--- src/rtl/addsub_sel_unit.sv ---
// Registered add/subtract slice with a 2:1 mux on the B operand and carry/overflow/zero flags.
// Define ADDSUB_SAT_EN to get unsigned saturating results instead of modulo wrap-around.
module addsub_sel_unit #(
  parameter int WIDTH = 8
) (
  input  logic             clk,
  input  logic             reset,
  input  logic             in_valid,
  input  logic [WIDTH-1:0] dataa,
  input  logic [WIDTH-1:0] datab,
  input  logic [WIDTH-1:0] datac,
  input  logic             sel_b,
  input  logic             add_sub,
  output logic             out_valid,
  output logic [WIDTH-1:0] result,
  output logic             carry_out,
  output logic             overflow,
  output logic             zero
);

  logic [WIDTH-1:0] bSel;
  logic [WIDTH-1:0] bOperand;
  logic [WIDTH:0]   sumExt;
  logic [WIDTH-1:0] rawResult;
  logic             carryRaw;
  logic             ovfRaw;

  logic [WIDTH-1:0] result_d, result_q;
  logic             carry_d, carry_q;
  logic             ovf_d, ovf_q;
  logic             valid_q;

  assign bSel = sel_b ? datac : datab;

  // Subtraction reuses the adder: A + ~B + 1, with the +1 entering as the carry-in.
  always_comb begin
    bOperand  = add_sub ? bSel : ~bSel;
    sumExt    = {1'b0, dataa} + {1'b0, bOperand} + {{WIDTH{1'b0}}, ~add_sub};
    rawResult = sumExt[WIDTH-1:0];
    carryRaw  = add_sub ? sumExt[WIDTH] : ~sumExt[WIDTH];
    if (add_sub) begin
      ovfRaw = (dataa[WIDTH-1] == bSel[WIDTH-1]) && (rawResult[WIDTH-1] != dataa[WIDTH-1]);
    end else begin
      ovfRaw = (dataa[WIDTH-1] != bSel[WIDTH-1]) && (rawResult[WIDTH-1] != dataa[WIDTH-1]);
    end
  end

  always_comb begin
    result_d = rawResult;
    carry_d  = carryRaw;
    ovf_d    = ovfRaw;
`ifdef ADDSUB_SAT_EN
    // Clamp on unsigned carry/borrow; flags still describe the unclamped operation.
    if (carryRaw) begin
      result_d = add_sub ? {WIDTH{1'b1}} : {WIDTH{1'b0}};
    end
`endif
  end

  always_ff @(posedge clk) begin
    if (reset) begin
      result_q <= '0;
      carry_q  <= 1'b0;
      ovf_q    <= 1'b0;
      valid_q  <= 1'b0;
    end else begin
      valid_q <= in_valid;
      if (in_valid) begin
        result_q <= result_d;
        carry_q  <= carry_d;
        ovf_q    <= ovf_d;
      end
    end
  end

  assign out_valid = valid_q;
  assign result    = result_q;
  assign carry_out = carry_q;
  assign overflow  = ovf_q;
  assign zero      = (result_q == '0);

endmodule

--- config.mk ---
export PLATFORM = sky130hd
export DESIGN_NAME = addsub_sel_unit
export DESIGN_NICKNAME = d
export VERILOG_FILES = /design/src/rtl/addsub_sel_unit.sv
export SDC_FILE = /design/constraint.sdc
export NUM_CORES = 1
export LEC_CHECK = 0
export ABC_AREA = 1
export CAP_MARGIN = 40
export CORE_ASPECT_RATIO = 1.25
export CORE_MARGIN = 3
export CORE_UTILIZATION = 40
export CTS_BUF_LIST = sky130_fd_sc_hd__clkbuf_8
export CTS_CLUSTER_SIZE = 20
export DETAILED_ROUTE_END_ITERATION = 8
export PLACE_DENSITY = 0.89
export SYNTH_ARGS = -nofsm -noshare
export SYNTH_HDL_FRONTEND = slang
export SYNTH_SLANG_ARGS = --single-unit
--- constraint.sdc ---
create_clock -name clk -period 2.2 [get_ports clk]
set_clock_uncertainty 0.15 [all_clocks]
set_input_delay 0.44 -clock clk [delete_from_list [all_inputs] [get_ports clk]]
set_output_delay 0.44 -clock clk [all_outputs]
set_load 0.005 [all_outputs]
**Word-level counts from Yosys, hierarchy flattened**

Cells that the tools add are included.
W data, S select, Z words.

- Register bits after elaboration: 11
- Latch bits: 0
- Memory bits (writable): 0
- Bits in read-only memories: 0
- Input bits: 29
- Output and inout bits: 12
- Logic and storage cells: 19
- Memories: 0

- Add/sub/neg operators: 2
- Multiply operators: 0
- Div/mod/pow operators: 0
- $lt $le $gt $ge: 0
- Eq/ne operators: 3
- Shift operators: 0
- Mux-type cells: 4
- Bitwise gates (word level): 3
- Reduce and logical (&&, ||, !) cells: 3

Operators by type and width:

| kind | count |
|---|---|
| $mux W8 | 2 |
| $add A8 B8 Y9 | 1 |
| $add A9 B1 Y9 | 1 |
| $logic_not A8 Y1 | 1 |
| $not A8 Y8 | 1 |
| $logic_and A1 B1 Y1 | 2 |
| $mux W1 | 2 |
| $ne A1 B1 Y1 | 2 |
| $not A1 Y1 | 2 |
| $eq A1 B1 Y1 | 1 |

**Depth between registers and ports, before layout**

Gate-level depths: netlist of the first run.

- Word-level depth: 8
- Depth in mapped cells: 17
- Gate-level depth less buffers: 16

**Least setup slack after synthesis of the first run**

Ideal clock, no wire load.

- Kind: input to register
- From: input port add_sub
- To: register result_q[6] (netlist: result[6])
- Setup time: 0.115 ns
- Arrival: 2.054 ns
- Data required time: 1.935 ns
- Path slack: -0.120 ns
- Stages on the path: 11
- Buffers on the path: 1
- Path through: clkbuf_2 -> clkinv_1 -> xor2_1 -> ha_1 -> a21oi_1 -> o21ai_1 -> a21oi_1 -> o21ai_1 -> xor2_1 -> o21ai_0 -> inv_1

- Longest elaborated chain between the ends: 3
- Elaborated cells between the ends (all ways): 4
- Those cells by class: add/sub (2); mux (1); bitwise (1)

Ends and longest elaborated chain:

| item | line | RTL |
|---|---|---|
| start, declared | 13 | `input logic add_sub,` |
| $mux W8 | 37 | `bOperand = add_sub ? bSel : ~bSel;` |
| $add A8 B8 Y9 | 38 | `sumExt = {1'b0, dataa} + {1'b0, bOperand} + {{WIDTH{1'b0}}, ~add_sub};` |
| $add A9 B1 Y9 * | 38 |  |
| end signal, assigned | 69 | `result_q <= result_d;` |
| end, declared | 28 | `logic [WIDTH-1:0] result_d, result_q;` |

Mark *: on every way between the ends. The rest lies on a longest branch, timed or not.
A chain may end at the register's enable or synchronous reset.

**Worst setup path after layout of the first run**

- From: input port sel_b
- To: register carry_q (netlist: carry_out)

- Longest elaborated chain between the ends: 7

Ends and longest elaborated chain:

| item | line | RTL |
|---|---|---|
| start, declared | 12 | `input logic sel_b,` |
| $mux W8 * | 33 | `assign bSel = sel_b ? datac : datab;` |
| $not A8 Y8 | 37 |  |
| $mux W8 * | 37 |  |
| $add A8 B8 Y9 * | 38 |  |
| $add A9 B1 Y9 * | 38 |  |
| $not A1 Y1 | 40 | `carryRaw = add_sub ? sumExt[WIDTH] : ~sumExt[WIDTH];` |
| $mux W1 * | 40 |  |
| end signal, assigned | 70 | `carry_q <= carry_d;` |
| end, declared | 29 | `logic carry_d, carry_q;` |

Marked as above.

==> metrics.md, run 1 <==
| Metric | Value |
|---|---|
| Total Nets Final | 256 |
| Clock tree buffer depth | 2 |
| Routability Congestion | 0.783 |
| Max-cap check violation count | 0 |
| Maximum vdd drop | 408 uV |
| Required @ worst endpoint | 2180 ps |
| First-pass GRT wire length | 5460 um |
| Number of CTS-inserted buffers | 3 |
| Capture point of the worst reg-to-reg path | result[7]$_SDFFE_PP0P_ |
| Post-placement cell area | 1590 sq um |
| Switching power of the nets | 0.000379 W |
| Final sum of negative setup slack | 0 ps |
| Post-synthesis sequential area ratio | 0.219 |
| Clock group share of total power | 0.189 |
| Crit path max fanout | 8 |
| Cell count after synthesis | 149 |
| Sw frac | 0.367 |
| Clock root cell | sky130_fd_sc_hd__clkbuf_8 |
| Leakage | 0.994 nW |
| Worst slack after detailed placement | -636 ps |
| Multi-input logic area | 861 sq um |
| Hold Crit Start | overflow$_SDFFE_PP0P_ |
| Upper clock frequency limit | 0.457 GHz |
| Worst slew slack as a fraction of its limit | 0.815 |
| Result of the run | finished clean |
| Hold Vio Cnt, Final | 0 |
| Effective utilization at floorplan | 0.437 |
| Yosys top cell area share | 0.219 |
| Pint | 0.000653 W |
| Chip Width | 50.9 um |
| Minimum setup slack among reg-to-reg paths | 1310 ps |
| HPWL after detailed placement | 2230 um |
| Sum of overflow across all layers after global routing | 0 |
| Post-route fraction of the period consumed by the critical path | 0.995 |
| Final routed wire length divided by cell count | 15.0 um |
| Vias per std cell | 5.18 |
| RSZ-0062 raised after global routing | true |
| PwrDens | 547 nW/um^2 |
| Post-Layout Cell Count | 249 |
| Total number of vias | 1291 |
| Layout overhead on the synthesized area | 87.2% |
| Post-route standard cell area excluding fillers | 1890 sq um |
| Final worst hold slack | 334 ps |
| Reg2Reg Depth | 3 |
| Number of distinct library cell variants in the gate-level netlist after synthesis | 27 |
| TritonCTS clock tree | built |
| Number of design-rule violations left by the first detailed-router iteration | 45 |
| Worst path arrival time | 2170 ps |
| Total wire length after detailed routing | 3720 um |
| Final ANT Viol Nets | 0 |
| I/O pin count | 41 |
| Number of antenna violations at the first check in global routing | 0 |
| Height of the die | 62.1 um |
| Diode count | 0 |
| Latest clock arrival within the worst-skew pair | 240 ps |
| Core Footprint | 2310 sq um |
| PortBufs | 40 |
| Overall die area | 3160 sq um |
| Number of register bits inferred by synthesis | 11 |
| Fill cell count | 152 |
| Final setup vio count | 0 |
| Fraction of layout instances using a drive strength above 1 | 0.362 |
| Maximum number of pins on one net before global-route repair | 13 |
| Sequential Area | 220 sq um |
| Combinational fraction of design power | 0.581 |
| Total number of placement rows | 19 |
| Level count of the clock H-tree | 1 |
| Worst Setup Slack, final | 10.7 ps |
| Terminating pin of the worst hold path | overflow$_SDFFE_PP0P_ |
| Startpoint type of the worst setup path | input pin |
| Vias in the first global route | 1300 |
| Cell type with the largest total area after synthesis | sky130_fd_sc_hd__dfxtp_1 |
| Launch point of the worst reg-to-reg path | result[7]$_SDFFE_PP0P_ |
| Number of clock sinks | 11 |
| DRC violation count after routing | 0 |
| Number of warning messages in the yosys log | 0 |
| Slew of the pin with the lowest slew margin | 276 ps |
| Placed Cells | 238 |
| Clock transition time at the flip-flop clock pins of the worst setup and hold paths | 50 ps |
| Element type at the critical path end | flop |
| Hold buffer count at CTS | 0 |
| Proportion of power drawn by flip-flops and latches | 0.230 |
| Largest cells by area after synthesis | sky130_fd_sc_hd__dfxtp_1, sky130_fd_sc_hd__nand2_1, sky130_fd_sc_hd__xor2_1 |
| Number of search-and-repair iterations in the first detailed-routing pass | 4 |
| Worst Hold Path Cells | 2 |
| Total track usage | 0.219 |
| Post-Synthesis Mean Instance Area | 6.76 sq um |
| WS Path Type | in2reg |
| Cell area after technology mapping | 1010 sq um |
| Class of the most critical hold timing path | reg2reg |
| Post-synthesis net count | 186 |
| Final worst path period need | 2190 ps |
| Final Max Tran Viols | 0 |
## placed cells by master (no fill, tap or decap), types with 2 or more instances in the layout
master                            Yosys  routed
sky130_fd_sc_hd__nand3_2              3       8
sky130_fd_sc_hd__nor2_1               6       5
sky130_fd_sc_hd__o21ai_1              2       5
sky130_fd_sc_hd__dfxtp_1             11      11
sky130_fd_sc_hd__dlymetal6s2s_1       0       8
sky130_fd_sc_hd__a21oi_1             12       8
sky130_fd_sc_hd__o211ai_1             4       4
sky130_fd_sc_hd__o21ai_0              7       3
sky130_fd_sc_hd__xor2_1              11       9
sky130_fd_sc_hd__nand2_4              1       5
sky130_fd_sc_hd__dlygate4sd2_1        0      10
sky130_fd_sc_hd__buf_6                1       2
sky130_fd_sc_hd__ha_2                 0       2
sky130_fd_sc_hd__nand2_1             38      25
sky130_fd_sc_hd__ha_4                 0       3
sky130_fd_sc_hd__clkdlybuf4s50_1      0      20
sky130_fd_sc_hd__buf_4                0      27
sky130_fd_sc_hd__clkbuf_8             1       3
sky130_fd_sc_hd__ha_1                 7       2
sky130_fd_sc_hd__a21oi_2              1       4
sky130_fd_sc_hd__nand3_1              9       4
sky130_fd_sc_hd__inv_1               22      22
sky130_fd_sc_hd__nand2_2              3      12
## worst max path at each step
stage,startpoint,end,slack (ps),cells past startpoint
after floorplan,sel_b,result[6]$_SDFFE_PP0P_,5,12
final,sel_b,carry_out$_SDFFE_PP0P_,10,14
after CTS,datac[4],overflow$_SDFFE_PP0P_,-10,12
after global routing,sel_b,result[7]$_SDFFE_PP0P_,-80,13
after global placement,sel_b,result[6]$_SDFFE_PP0P_,-550,13
after detailed placement,sel_b,overflow$_SDFFE_PP0P_,-640,17
## metal layers
layer	global-route usage	vias up	wire, um
met2	0.405	74	2010
met3	0.0215	15	207
li1	-	616	-
met4	0.145	0	142
met1	0.222	586	1360
met5	0	-	0
## worst max-delay path, cell delays in order
cell and delay [ps]:
sky130_fd_sc_hd__buf_4 160, sky130_fd_sc_hd__inv_8 80, sky130_fd_sc_hd__nand2_1 60, sky130_fd_sc_hd__nand2_2 80, sky130_fd_sc_hd__xor2_2 200, sky130_fd_sc_hd__ha_4 270
sky130_fd_sc_hd__a21oi_4 170, sky130_fd_sc_hd__o21ai_2 90, sky130_fd_sc_hd__nand2_1 80, sky130_fd_sc_hd__o211ai_1 100, sky130_fd_sc_hd__a21oi_1 190, sky130_fd_sc_hd__o21ai_1 110
sky130_fd_sc_hd__o211ai_1 90, sky130_fd_sc_hd__inv_1 50
## synth_stat cells
cell type                  instances
sky130_fd_sc_hd__clkbuf_8          1
sky130_fd_sc_hd__inv_1            22
sky130_fd_sc_hd__o21ai_1           2
sky130_fd_sc_hd__inv_8             1
sky130_fd_sc_hd__a21oi_1          12
sky130_fd_sc_hd__fa_1              1
sky130_fd_sc_hd__nor4_1            1
sky130_fd_sc_hd__clkinv_1          1
sky130_fd_sc_hd__or2_0             1
sky130_fd_sc_hd__nor3_1            1
sky130_fd_sc_hd__dfxtp_1          11
sky130_fd_sc_hd__o21ai_0           7
sky130_fd_sc_hd__nor2_1            6
sky130_fd_sc_hd__nand2_2           3
sky130_fd_sc_hd__a21oi_2           1
sky130_fd_sc_hd__clkbuf_2          1
sky130_fd_sc_hd__nand3_1           9
sky130_fd_sc_hd__xnor2_1           1
sky130_fd_sc_hd__ha_1              7
sky130_fd_sc_hd__o21a_1            1
sky130_fd_sc_hd__or4_1             1
sky130_fd_sc_hd__nand2_1          38
sky130_fd_sc_hd__nand3_2           3
sky130_fd_sc_hd__xor2_1           11
sky130_fd_sc_hd__o211ai_1          4
sky130_fd_sc_hd__buf_6             1
sky130_fd_sc_hd__nand2_4           1
## cells by family (layout without fill, tap and decap cells)
family / Yosys count / count (layout) / share of synthesized area
compound gates: 27 / 27 / 0.150
xor+xnor: 12 / 12 / 0.104
fa+ha+maj: 8 / 8 / 0.107
buf+inv: 27 / 96 / 0.127
flops: 11 / 11 / 0.219
simple gates: 64 / 64 / 0.293
## timing repair
item / CTS / global route
gates resized for setup: 34 / 43
setup endpoints to repair: 9 / 8
pin swaps: 27 / 35
setup buffers: 5 / 3
## state kept, by name, summed over array words and instances, names as in the netlist
name	flops
result	8
carry_out	1
out_valid	1
overflow	1
## cell type report
type,count,area share
clock buffer,3,0.0219
clock inverter,1,0.00199
inverter,24,0.0544
multi-input combinational,111,0.457
sequential,11,0.117
tap,31,0.0206
timing repair buffer,68,0.328
## stage by stage
step / utilization / power [W]
2_1_floorplan: - / 0.000476
3_5_place_dp: 0.688 / 0.000686
3_3_place_gp: 0.688 / 0.000668
4_1_cts: 0.750 / 0.000924
5_1_grt: 0.818 / 0.00110
6_report: 0.818 / 0.00103
## power groups by stage
stage          clock network, W  logic (W)  registers, W
5_1_grt                0.000212   0.000646      0.000241
3_3_place_gp                  0   0.000429      0.000239
3_5_place_dp                  0   0.000446      0.000240
4_1_cts                0.000200   0.000488      0.000236
2_1_floorplan                 0   0.000235      0.000241
6_report               0.000195   0.000599      0.000237
Note: power is estimated with default switching activity, not from simulation.
==> run 2: changes to the inputs <==
- PLACE_DENSITY: 0.89 -> 0.78
- RECOVER_POWER: not set -> 25
- SETUP_SLACK_MARGIN: not set -> 0.1
==> run 2 against run 1 <==
Against the previous run:
- the flow now finishes with violations (negative setup slack)
- die area did not move
- sequential cell count unchanged
- design area rose by 2.5%
- maximum frequency down 2.0%
- global-route usage grew 1.3 points
- cell count rose by 2.8%
- critical path type unchanged
- critical endpoint unchanged
- largest cell class unchanged
==> metrics.md, run 2 (same netlist as run 1, synthesis figures left out) <==
| Metric | Value |
|---|---|
| Result of the run | finished with violations |
| Violated checks | negative setup slack |
| Core Footprint | 2310 sq um (unchanged) |
| Leakage | 0.992 nW (-0.26%) |
| PwrDens | 531 nW/um^2 (-2.9%) |
| Top sig layer | met4 |
| Latest clock arrival within the worst-skew pair | 240 ps (about the same) |
| Clock tree buffer depth | 2 (unchanged) |
| Worst slew slack as a fraction of its limit | 0.820 (+0.00504) |
| First element of the critical path | sel_b |
| Number of search-and-repair iterations in the first detailed-routing pass | 4 (unchanged) |
| Most frequent standard cell in the layout excluding fill and tap cells | sky130_fd_sc_hd__buf_4 |
| Length of routed met2 wiring | 2070 um (+2.9%) |
| Max-cap check violation count | 0 (unchanged) |
| Number of antenna violations at the first check in global routing | 0 (unchanged) |
| Amount of wire on met3 after detailed routing | 208 um (+0.48%) |
| Startpoint type of the worst setup path | input pin |
| Routability Congestion | 0.770 (-1.7%) |
| Max FFs per register | 8 (unchanged) |
| PortBufs | 40 (unchanged) |
| Upper clock frequency limit | 0.448 GHz (-2.0%) |
| Chip Width | 50.9 um (unchanged) |
| Final Util | 0.838 (+0.0206) |
| Clock root cell | sky130_fd_sc_hd__clkbuf_8 |
| Final ANT Viol Nets | 0 (unchanged) |
| Vias in the first global route | 1309 (+0.69%) |
| Minimum setup slack among reg-to-reg paths | 1320 ps (about the same) |
| Crit path max fanout | 4 (-4) |
| Maximum number of pins on one net before global-route repair | 13 (unchanged) |
| Layout overhead on the synthesized area | 91.9% |
| HPWL after detailed placement | 2230 um (-0.16%) |
| Height of the die | 62.1 um (unchanged) |
| Sw frac | 0.372 (+0.00478) |
| Post-route fraction of the period consumed by the critical path | 1.02 (+0.0206) |
| Number of CTS-inserted buffers | 3 (unchanged) |
| Number of design-rule violations left by the first detailed-router iteration | 36 (-20%) |
| Class of the most critical hold timing path | reg2reg |
| Combinational fraction of design power | 0.577 (-0.004) |
| Effective utilization at floorplan | 0.437 (unchanged) |
| Met1 layer wirelength in the final routing | 1280 um (-5.8%) |
| Launch point of the worst reg-to-reg path | result[7]$_SDFFE_PP0P_ |
| Proportion of power drawn by flip-flops and latches | 0.231 (about the same) |
| Sum of overflow across all layers after global routing | 0 (unchanged) |
| Final worst hold slack | 339 ps (+4.93 ps) |
| First-pass GRT wire length | 5620 um (+2.9%) |
| Fraction of layout instances using a drive strength above 1 | 0.409 (+0.0465) |
| DRC violation count after routing | 0 (unchanged) |
| Number of clock sinks | 11 (unchanged) |
| Overall die area | 3160 sq um (unchanged) |
| Most frequent cells in the layout | sky130_fd_sc_hd__buf_4, sky130_fd_sc_hd__nand2_1, sky130_fd_sc_hd__inv_1, sky130_fd_sc_hd__dlygate4sd2_1, sky130_fd_sc_hd__clkdlybuf4s50_1 |
| I/O pin count | 41 (unchanged) |
| RSZ-0062 raised after global routing | true |
| Level count of the clock H-tree | 1 (unchanged) |
| Worst Setup Slack, final | -34.6 ps (-45.3 ps) |
| Total Nets Final | 263 (+2.7%) |
| Final setup vio count | 1 (+1) |
| Diode count | 0 (unchanged) |
| Maximum vdd drop | 413 uV (+1.1%) |
| Clock group share of total power | 0.192 (+0.003) |
| Pint | 0.000644 W (-1.2%) |
| Slew of the pin with the lowest slew margin | 269 ps (-7.46 ps) |
| Total number of vias | 1310 (+1.5%) |
| Worst path arrival time | 2220 ps (+50 ps) |
| TritonCTS clock tree | built |
| Total track usage | 0.232 (+0.0130) |
| Total number of placement rows | 19 (unchanged) |
| Final worst path period need | 2230 ps (+45.3 ps) |
| Final Max Tran Viols | 0 (unchanged) |
| Hold Crit Start | carry_out$_SDFFE_PP0P_ |
| Final routed wire length divided by cell count | 14.6 um (-2.4%) |
| Required @ worst endpoint | 2180 ps (about the same) |
| Switching power of the nets | 0.000382 W (+0.80%) |
| Vias per std cell | 5.12 (-1.3%) |
| Fill cell count | 138 (-9.2%) |
| Clock transition time at the flip-flop clock pins of the worst setup and hold paths | 50 ps (about the same) |
| Element type at the critical path end | flop |
| Hold Vio Cnt, Final | 0 (unchanged) |
| Total wire length after detailed routing | 3730 um (+0.30%) |
| Hold buffer count at CTS | 0 (unchanged) |
| WS Path Type | in2reg |
[run 2: layout make-up]
type	count	area, sq um	share of cell area
inverters	24	110	0.0570
clock buffers	3	41.3	0.0214
multi-input cells	111	870	0.450
flip-flops and latches	11	220	0.114
repair buffers	75	649	0.336
clock inverters	1	3.75	0.00194
well taps	31	38.8	0.0201
[run 2: worst paths after layout]
kind | to | cells past startpoint
hold / removal | carry_out$_SDFFE_PP0P_ | 2
hold reg to reg | carry_out$_SDFFE_PP0P_ | 2
setup / recovery | carry_out$_SDFFE_PP0P_ | 14
setup reg to reg | result[7]$_SDFFE_PP0P_ | 3
[run 2: critical path, stage by stage]
cell                       delay [ps]
sky130_fd_sc_hd__buf_6             90
sky130_fd_sc_hd__buf_2            140
sky130_fd_sc_hd__nand2_1          100
sky130_fd_sc_hd__nand2_2           70
sky130_fd_sc_hd__xor2_1           150
sky130_fd_sc_hd__ha_1             370
sky130_fd_sc_hd__a21oi_2          190
sky130_fd_sc_hd__o21ai_4           90
sky130_fd_sc_hd__nand2_2           60
sky130_fd_sc_hd__o211ai_1         120
sky130_fd_sc_hd__a21oi_1          180
sky130_fd_sc_hd__o21ai_1           90
sky130_fd_sc_hd__o211ai_1          80
sky130_fd_sc_hd__inv_1             50
[run 2: through the flow]
stage	cell area [sq um]	TNS [ps]	worst slack, ps	std cells	total power, W
after floorplan	1050	0	77.6	149	0.000483
after global placement	1580	-3870	-550	236	0.000667
after detailed placement	1580	-4290	-597	236	0.000683
after CTS	1810	0	84.5	253	0.000932
after global routing	1930	-319	-133	256	0.00110
final	1930	-34.6	-34.6	256	0.00103
[run 2: power groups by stage]
stage               sequential [W]  combinational [W]  clock, W
floorplan                 0.000241           0.000242         0
global placement          0.000239           0.000428         0
detailed placement        0.000240           0.000442         0
CTS                       0.000237           0.000491  0.000204
global route              0.000242           0.000640  0.000222
finish                    0.000237           0.000592  0.000197
[run 2: per-layer routing]
metal	vias up	track usage
li1	632	-
met1	592	0.223
met2	69	0.440
met3	17	0.0263
met4	0	0.155
met5	-	0
[run 2: what timing repair did]
item / 4_1_cts / 5_1_grt
setup endpoints to repair: 9 / 8
setup buffers: 12 / 3
gates resized for setup: 54 / 30
pin swaps: 60 / 34
gates cloned: 1 / 0
==> RTL edit: new RTL, config.mk and constraints of run 1 <==
Change the parameter `WIDTH` from 8 to 10.
--- a/src/rtl/addsub_sel_unit.sv
+++ b/src/rtl/addsub_sel_unit.sv
@@ -1,7 +1,7 @@
 // Registered add/subtract slice with a 2:1 mux on the B operand and carry/overflow/zero flags.
 // Define ADDSUB_SAT_EN to get unsigned saturating results instead of modulo wrap-around.
 module addsub_sel_unit #(
-  parameter int WIDTH = 8
+  parameter int WIDTH = 10
 ) (
   input  logic             clk,
   input  logic             reset,
Ports: changed (resized dataa, datab, datac and result); port bits go from 41 to 49. No check against the original RTL was run, so the function may have changed too.
==> RTL edit against run 1 <==
The flow now finishes with violations (setup timing). Worst setup slack got worse by 0.082 ns. Final area rose by 32%. Routed wire length rose by 41%. Area after synthesis rose by 29%. Via count rose by 38%. Sequential cell count rose by 2. Total power rose by 30%. Highest routed layer unchanged.
==> RTL edit: results <==
metrics = {
    "yosys": {
        "yosysSeqAreaShare_pct": 20.0,
        "synth_cell_types": 31,
        "syn_inst": 203,
        "ys.warnings.count": 0,
        "synth-main-ff-cell": "dfxtp_1",
        "synth_area_leaders": "dfxtp_1 (20%), nand2_1 (16%), ha_1 (8.6%), inv_1 (7.2%), nor2_1 (7.2%)",
        "syn_nets": 248,
        "synth.top_cells.by_count": "nand2_1 (55), inv_1 (25), nor2_1 (25)",
    },
    "placement": {
        "port-buffer-count": 48,
        "place_ws_ns": -0.659,
        "dp_hpwl_um": 2700,
        "placedCellCount": 309,
        "gp_congestion": 0.829,
        "placed_area_um2": 1990,
    },
    "worst_setup_path": {
        "rrSetupSlack_ns": 1.33,
        "critPathCapture": "overflow$_SDFFE_PP0P_",
        "r2r-end": "result[2]$_SDFFE_PP0P_",
        "worstPathArrival_ns": 2.32,
        "rr_worst_depth": 4,
        "slowest_stage": "ha_1",
        "r2r_start": "result[2]$_SDFFE_PP0P_",
        "cpPeakStageDelay_ns": 0.37,
        "path_delay_family": "simple AND/OR/NAND/NOR gates",
        "path_max_fanout": 5,
    },
    "timing": {
        "final.setup.tns_ns": -0.199,
        "setup_viol": 5,
        "worst_slack_ns": -0.0716,
        "maxSlewHeadroom_pct": 78.0,
        "hold_ws_ns": 0.385,
    },
    "drt": {
        "via_per_inst": 5.41,
        "via_count": 1786,
        "drt_iter0_drc": 92,
        "routed_wl_um": 5240,
    },
    "grt": {
        "track_usage_pct": 21.9,
        "grt_start_max_net_pins": 14,
        "grt_pass1_vias": 1692,
        "grt_pass1_wl_um": 7050,
        "antenna_found_initial": 0,
    },
    "status": {
        "status": "complete, but fails checks",
        "violations": "setup timing",
    },
    "clocking": {
        "htreeDepth": 1,
        "clk_latency_ns": 0.25,
        "clkTransAtPathRegs_ns": 0.05,
    },
    "min_path": {
        "min_to": "result[6]$_SDFFE_PP0P_",
        "hp-class": "reg -> reg",
        "min-delay-start": "result[6]$_SDFFE_PP0P_",
    },
    "finish": {
        "fill_cells": 180,
        "drive_above_1_share_pct": 41.2,
        "largest_register_ff_count": 10,
        "fin_nets": 340,
    },
    "power_and_ir_drop": {
        "power_leakage_nw": 1.33,
        "vdd_ir_drop_max_v": 0.000409,
        "p_switching_mw": 0.534,
    },
}
-- RTL edit: cell count changes in the layout (fill, tap and decap cells not counted), sizes merged, moves of 3 or more --
cell | before | now
a21o | 0 | 4
nand2 | 42 | 62
clkdlybuf4s50 | 20 | 24
o211ai | 4 | 1
a21oi | 13 | 9
buf | 29 | 44
nand4 | 0 | 3
inv | 24 | 29
nor2 | 6 | 25
-- RTL edit: area by class of cell --
type	instances	area [µm²]	area share [%]
Clock inverter	1	3.75	0.151
Multi-Input combinational cell	158	1180	47.4
Timing Repair inverter	1	7.51	0.302
Tap cell	36	45.0	1.81
Timing Repair Buffer	90	840	33.7
Sequential cell	13	260	10.5
Clock buffer	3	41.3	1.66
Inverter	28	113	4.52
-- RTL edit: power by group through the flow --
stage / Sequential, mW / Combinational, mW / Clock [mW]
6_report: 0.285 / 0.846 / 0.210
3_5_place_dp: 0.286 / 0.561 / 0
4_1_cts: 0.281 / 0.653 / 0.212
2_1_floorplan: 0.285 / 0.302 / 0
5_1_grt: 0.289 / 0.904 / 0.223
3_3_place_gp: 0.284 / 0.543 / 0
-- RTL edit: kinds of logic (layout without fill, tap and decap cells) --
family                     Yosys count  in the layout  share of synthesized area (%)
DFF                                 13             13                           20.0
AOI/OAI and AO/OA                   26             26                           11.7
xor gates and xnor gates            12             12                           8.64
adders and majority gates           10             10                           10.2
and+or+nand+nor                    110            110                           38.7
buffers and inverters               32            123                           10.8
-- RTL edit: what timing repair did --
action,CTS,global route
setup endpoints to repair,10,10
gates resized for setup,54,68
pin swaps,41,48
setup buffers,7,9
cloned,1,0
-- RTL edit: per-layer routing --
layer,global-route usage (%),vias up,routed length [µm]
met2,40.7,102,2770
li1,-,826,-
met1,22.1,824,1780
met5,0,-,0
met4,13.4,0,360
met3,2.98,34,325
